$ cat config.mk
export PLATFORM = sky130hd
export DESIGN_NAME = hit_judge
export DESIGN_NICKNAME = d
export VERILOG_FILES = /design/src/rtl/game_pkg.sv /design/src/rtl/lane_judge.sv /design/src/rtl/hit_judge.sv
export SDC_FILE = /design/constraint.sdc
export NUM_CORES = 1
export LEC_CHECK = 0
export CORE_MARGIN = 2
export CORE_UTILIZATION = 30
export DETAILED_ROUTE_END_ITERATION = 8
export HOLD_SLACK_MARGIN = 0.06
export MAX_ROUTING_LAYER = met4
export PLACE_DENSITY = 0.54
export SYNTH_ARGS = -nofsm -noshare
export SYNTH_HDL_FRONTEND = slang
export SYNTH_SLANG_ARGS = --single-unit
$ cat constraint.sdc
create_clock -name clock -period 7.18 [get_ports clock]
set_input_delay 1.436 -clock clock [delete_from_list [all_inputs] [get_ports clock]]
set_output_delay 1.436 -clock clock [all_outputs]
set_load 0.02 [all_outputs]
$ cat src/rtl/game_pkg.sv
// Shared definitions for the falling-block scoring logic.
package game_pkg;
   localparam int LANES = 4;
   localparam int SCORE_W = 8;
   localparam logic [SCORE_W-1:0] SCORE_MAX = 8'hFF;

   typedef enum logic [1:0] {
      IDLE  = 2'd0,
      ARMED = 2'd1,
      HIT   = 2'd2
   } lane_state_t;
endpackage

$ cat src/rtl/lane_judge.sv
// One lane: key synchronizer, press edge detect, window judge FSM and
// hit-flash stretcher. Hit strobe is registered; miss/stray strobes come
// straight from the FSM so the parent can count them on the same edge.
module lane_judge
   import game_pkg::*;
#(
   parameter int FLASH_CYCLES = 5000000,
   parameter int FLASH_W      = 23
) (
   input  logic clock,
   input  logic resetn,
   input  logic i_pe,
   input  logic i_key_n,
   output logic o_hit,
   output logic o_miss,
   output logic o_stray,
   output logic o_flash
);
   logic               r_sync1, r_sync2, r_sync_prev;
   logic               w_press;
   lane_state_t        r_state, w_state_nxt;
   logic               w_hit_nxt, w_miss, w_stray;
   logic               r_hit;
   logic [FLASH_W-1:0] r_flash_cnt;

   // 2-FF synchronizer plus one delay stage for edge detection; released = 1
   always_ff @(posedge clock or negedge resetn) begin
      if (!resetn) begin
         r_sync1     <= 1'b1;
         r_sync2     <= 1'b1;
         r_sync_prev <= 1'b1;
      end else begin
         r_sync1     <= i_key_n;
         r_sync2     <= r_sync1;
         r_sync_prev <= r_sync2;
      end
   end

   // falling edge of the synchronized key: one cycle per physical press
   assign w_press = r_sync_prev & ~r_sync2;

   // lane state register
   always_ff @(posedge clock or negedge resetn) begin
      if (!resetn) r_state <= IDLE;
      else         r_state <= w_state_nxt;
   end

   // window judge: closing window beats a same-cycle press (counts as miss)
   always_comb begin
      w_state_nxt = r_state;
      w_hit_nxt   = 1'b0;
      w_miss      = 1'b0;
      w_stray     = 1'b0;
      case (r_state)
         IDLE: begin
            if (i_pe) begin
               if (w_press) begin
                  w_state_nxt = HIT;
                  w_hit_nxt   = 1'b1;
               end else begin
                  w_state_nxt = ARMED;
               end
            end else if (w_press) begin
               w_stray = 1'b1;
            end
         end
         ARMED: begin
            if (!i_pe) begin
               w_state_nxt = IDLE;
               w_miss      = 1'b1;
            end else if (w_press) begin
               w_state_nxt = HIT;
               w_hit_nxt   = 1'b1;
            end
         end
         HIT: begin
            if (!i_pe) w_state_nxt = IDLE;
         end
         default: w_state_nxt = IDLE;
      endcase
   end

   // registered hit strobe, high exactly one cycle
   always_ff @(posedge clock or negedge resetn) begin
      if (!resetn) r_hit <= 1'b0;
      else         r_hit <= w_hit_nxt;
   end

   // flash stretcher: reload on every hit, count down to zero
   always_ff @(posedge clock or negedge resetn) begin
      if (!resetn)                  r_flash_cnt <= '0;
      else if (r_hit)               r_flash_cnt <= FLASH_W'(FLASH_CYCLES);
      else if (r_flash_cnt != '0)   r_flash_cnt <= r_flash_cnt - 1'b1;
   end

   assign o_hit   = r_hit;
   assign o_miss  = w_miss;
   assign o_stray = w_stray;
   assign o_flash = (r_flash_cnt != '0);
endmodule

$ cat src/rtl/hit_judge.sv
// Scoring top: per-lane judges, event counting across all lanes in one
// cycle, clamped score and saturating miss counter.
module hit_judge
   import game_pkg::*;
#(
   parameter int LANES        = game_pkg::LANES,
   parameter int PENALTY      = 1,
   parameter int FLASH_CYCLES = 5000000,
   parameter int FLASH_W      = 23
) (
   input  logic               clock,
   input  logic               resetn,
   input  logic [LANES-1:0]   pressEnable,
   input  logic [LANES-1:0]   key_n,
   output logic [SCORE_W-1:0] score,
   output logic [SCORE_W-1:0] miss_count,
   output logic [LANES-1:0]   hit_flash,
   output logic [LANES-1:0]   hit_pulse
);
   localparam int CW = $clog2(LANES + 1);

   logic [LANES-1:0]   w_hit, w_miss, w_stray;
   logic [CW-1:0]      w_nh, w_ns, w_nm;
   logic signed [9:0]  w_sum;
   logic [8:0]         w_mc;
   logic [SCORE_W-1:0] w_score_nxt, w_miss_nxt;
   logic [SCORE_W-1:0] r_score, r_miss_cnt;

   for (genvar g = 0; g < LANES; g++) begin : g_lane
      lane_judge #(
         .FLASH_CYCLES (FLASH_CYCLES),
         .FLASH_W      (FLASH_W)
      ) u_lane (
         .clock   (clock),
         .resetn  (resetn),
         .i_pe    (pressEnable[g]),
         .i_key_n (key_n[g]),
         .o_hit   (w_hit[g]),
         .o_miss  (w_miss[g]),
         .o_stray (w_stray[g]),
         .o_flash (hit_flash[g])
      );
   end

   // count events of all lanes, then apply them in one signed update
   always_comb begin
      w_nh = '0;
      w_ns = '0;
      w_nm = '0;
      for (int i = 0; i < LANES; i++) begin
         w_nh = w_nh + CW'(w_hit[i]);
         w_ns = w_ns + CW'(w_stray[i]);
         w_nm = w_nm + CW'(w_miss[i]);
      end
      w_sum = 10'(r_score) + 10'(w_nh) - 10'(PENALTY) * 10'(w_ns);
      if (w_sum[9])      w_score_nxt = '0;
      else if (w_sum[8]) w_score_nxt = SCORE_MAX;
      else               w_score_nxt = w_sum[7:0];
      w_mc = 9'(r_miss_cnt) + 9'(w_nm);
      w_miss_nxt = w_mc[8] ? SCORE_MAX : w_mc[7:0];
   end

   // score and miss registers
   always_ff @(posedge clock or negedge resetn) begin
      if (!resetn) begin
         r_score    <= '0;
         r_miss_cnt <= '0;
      end else begin
         r_score    <= w_score_nxt;
         r_miss_cnt <= w_miss_nxt;
      end
   end

   assign score      = r_score;
   assign miss_count = r_miss_cnt;
   assign hit_pulse  = w_hit;
endmodule

==> metrics.yaml <==
die:
  dieWidth_um: 157
  die-height_um: 157
  rows: 55
  start_util_pct: 30.8
  ios: 34
  core_region_area_mm2: 0.0228
  die-area_mm2: 0.0246
cts:
  clk_pin_slew_ps: 60
  cts.sinks: 132
  cts_resized: 0
  holdBufCountCts: 0
  post_cts_buffers: 0
  cts_buffers: 17
  ctsHtreeMaxLevel: 4
  cts.path.max_buffers: 2
  clk_root_buffer_cell: "clkbuf_16"
  clock_latency_ps: 420
  cts_tree: "built"
final_layout:
  drive_gt1_share_pct: 10.0
  antenna_cells: 0
  final_common_cell: "dfrtp_1"
  post-route-util_pct: 36.1
  layout_common_cells: "120 x dfrtp_1, 85 x nor2_1, 35 x nand2_1"
  instances_no_fill: 1043
  area_delta_synth_final_pct: 17.4
  final_nets: 754
  fin_area_mm2: 0.00822
critical_path:
  crit_slowest_cell: "fa_1"
  critPathLaunchType: "primary input"
  r2r-end: "score[2]"
  path_max_fanout: 8
  worst_ep_required_time_ps: 7490
  crit_path_end_kind: "flop"
  crit_top_cell: "fa_1"
  ff2ff_setup_slack_ps: 2630
  worstRegToRegCells: 11
  max_stage_delay_ps: 490
  r2r-start: "g_lane[2].u_lane.o_hit"
  setup.worst_path.class: "primary input to flop"
  crit_arrival_ps: 5440
  crit_chain: "clkdlybuf4s50_1 -> nor4_1 -> fa_1 -> inv_1 -> fa_1 -> fa_1 -> ha_1 -> fa_1 -> a21boi_0 -> o21ai_0 -> a31o_2 -> o21a_1"
timing:
  clock.fmax_ghz: 0.195
  hold_ws_ps: 356
  finClkSkew_ps: 10.1
  period_needed_ps: 5130
  hold_viol_final: 0
  setup_viol: 0
  max-slew-margin-rel_pct: 48.5
  maxSlewViolCount: 0
  tns_ps: 0
  rsz0062_at_grt: "false"
  finalCritPeriodShare_pct: 71.4
  worstMarginPinSlew_ps: 772
logic_synthesis:
  synth_edf_count: 0
  yosys_warnings: 0
  ys_async_sr_fraction_pct: 100
  ys_types: 68
  synth.avg_cell_area_um2: 10.2
  synth_seq_cells: 132
  syn_area_mm2: 0.00701
  syn_nets: 724
  syn_inst: 687
  yosysSeqAreaShare_pct: 47.4
  synthFlopType: "dfrtp_1"
pwr:
  ir_worst_vdd_mv: 0.213
  p_leak_nw: 3.19
  p_per_area_mw_per_mm2: 360
routing:
  dr.pass1.iters: 4
  routed-via-count: 4960
  drc: 0
  wl_um: 13900
  ant_nets: 0
  vias_per_cell: 4.76
  drtIter0Drc: 244
  post_drt_wl_per_cell_um: 13.4
flow_run:
  maxCapViolations: 0
status:
  outcome: "finished, final reports clean"
global_route:
  grt_pass1_wl_um: 24300
  grt_max_degree: 72
  grt.total_usage_pct: 12.6
  grt-ovfl-total: 0
  first_global_vias: 4940
  met3_usage_pct: 3.41
  grtUsageMet1_pct: 17.0
  grt_most_used_layer: "met2"
  antenna_found_initial: 0
  grtUsageMet2_pct: 18.6
placement:
  dpl_cell_area_mm2: 0.00761
  numPortBuffers: 33
  dp.cells: 1011
  place_congestion: 0.756
  post-dp-hpwl_um: 9210
hold_path:
  hold_class: "flop to flop"
  hp-start: "g_lane[3].u_lane.r_sync1"
  hold_path_end: "g_lane[3].u_lane.r_sync2"
  min_path_cells: 0
[routing by layer]
layer,wire length (µm),vias to the layer above
met5,0,-
met4,139,0
met3,410,9
met2,6210,49
met1,7180,2395
li1,-,2507
[layout make-up]
type / count / area (µm²)
Fill cell: 2298 / 14600
Multi-Input combinational cell: 493 / 3400
Sequential cell: 132 / 3320
Clock buffer: 19 / 453
Tap cell: 313 / 392
Timing Repair Buffer: 37 / 362
Clock inverter: 13 / 160
Inverter: 36 / 135
[worst max-delay path: cells and delay by family]
| kind | cells | cell delay, ps |
|---|---|---|
| adder cells (fa/ha/maj) | 5 | 1960 |
| buffers and inverters | 2 | 540 |
| AND/OR/NAND/NOR | 1 | 480 |
| AO/OA/AOI/OAI | 4 | 1010 |
[flip-flops by register name (all words and copies together) (netlist names)]
signal	count
g_lane.u_lane.r_state	8
g_lane.u_lane.r_flash_cnt	92
g_lane.u_lane.r_sync_prev	4
miss_count	8
g_lane.u_lane.r_sync2	4
g_lane.u_lane.r_sync1	4
score	8
g_lane.u_lane.o_hit	4
[kinds of logic after synthesis]
logic type / count (synthesis) / synth area share, %
simple gates: 283 / 22.5
flops: 132 / 47.4
compound gates: 117 / 11.6
buf+inv: 62 / 4.04
xor+xnor: 56 / 7.00
fa+ha+maj: 27 / 6.00
mux: 10 / 1.52
[how the worst max path moves through the flow]
stage	start	endpoint	slack (ps)	cells past startpoint
2_1_floorplan	pressEnable[2]	score[3]	2470	11
3_3_place_gp	pressEnable[2]	score[5]	1690	12
3_5_place_dp	pressEnable[2]	score[7]	1590	12
4_1_cts	pressEnable[2]	score[2]	2030	12
5_1_grt	pressEnable[2]	score[1]	1780	12
6_report	pressEnable[2]	score[2]	2050	12
[synthesized netlist by cell type, types with 14 or more instances]
cell type | instances | area, µm²
dfrtp_1 | 120 | 3000
nor2_1 | 85 | 319
nand2_1 | 35 | 131
inv_1 | 33 | 124
a21oi_1 | 32 | 160
xor2_1 | 30 | 263
xnor2_1 | 26 | 228
or4_1 | 22 | 165
nor3_1 | 20 | 100
o31ai_1 | 19 | 143
ha_1 | 16 | 200
nand2b_1 | 16 | 100
nand3_1 | 16 | 80.1
o21ai_0 | 16 | 80.1
nor4_1 | 14 | 87.6
[stage by stage]
| step | worst slack (ps) | power, mW |
|---|---|---|
| finish | 2050 | 2.96 |
| global route | 1780 | 3.19 |
| CTS | 2030 | 3.00 |
| detailed placement | 1590 | 2.08 |
| global placement | 1690 | 2.08 |
| floorplan | 2470 | 1.80 |
[where the power goes]
| group | switching, mW | total [mW] | internal (mW) |
|---|---|---|---|
| sequential | 0.159 | 1.06 | 0.901 |
| clock | 0.362 | 0.904 | 0.542 |
| combinational | 0.524 | 0.999 | 0.475 |
| total | 1.04 | 2.96 | 1.92 |
Power figures use the tool's default switching activity.
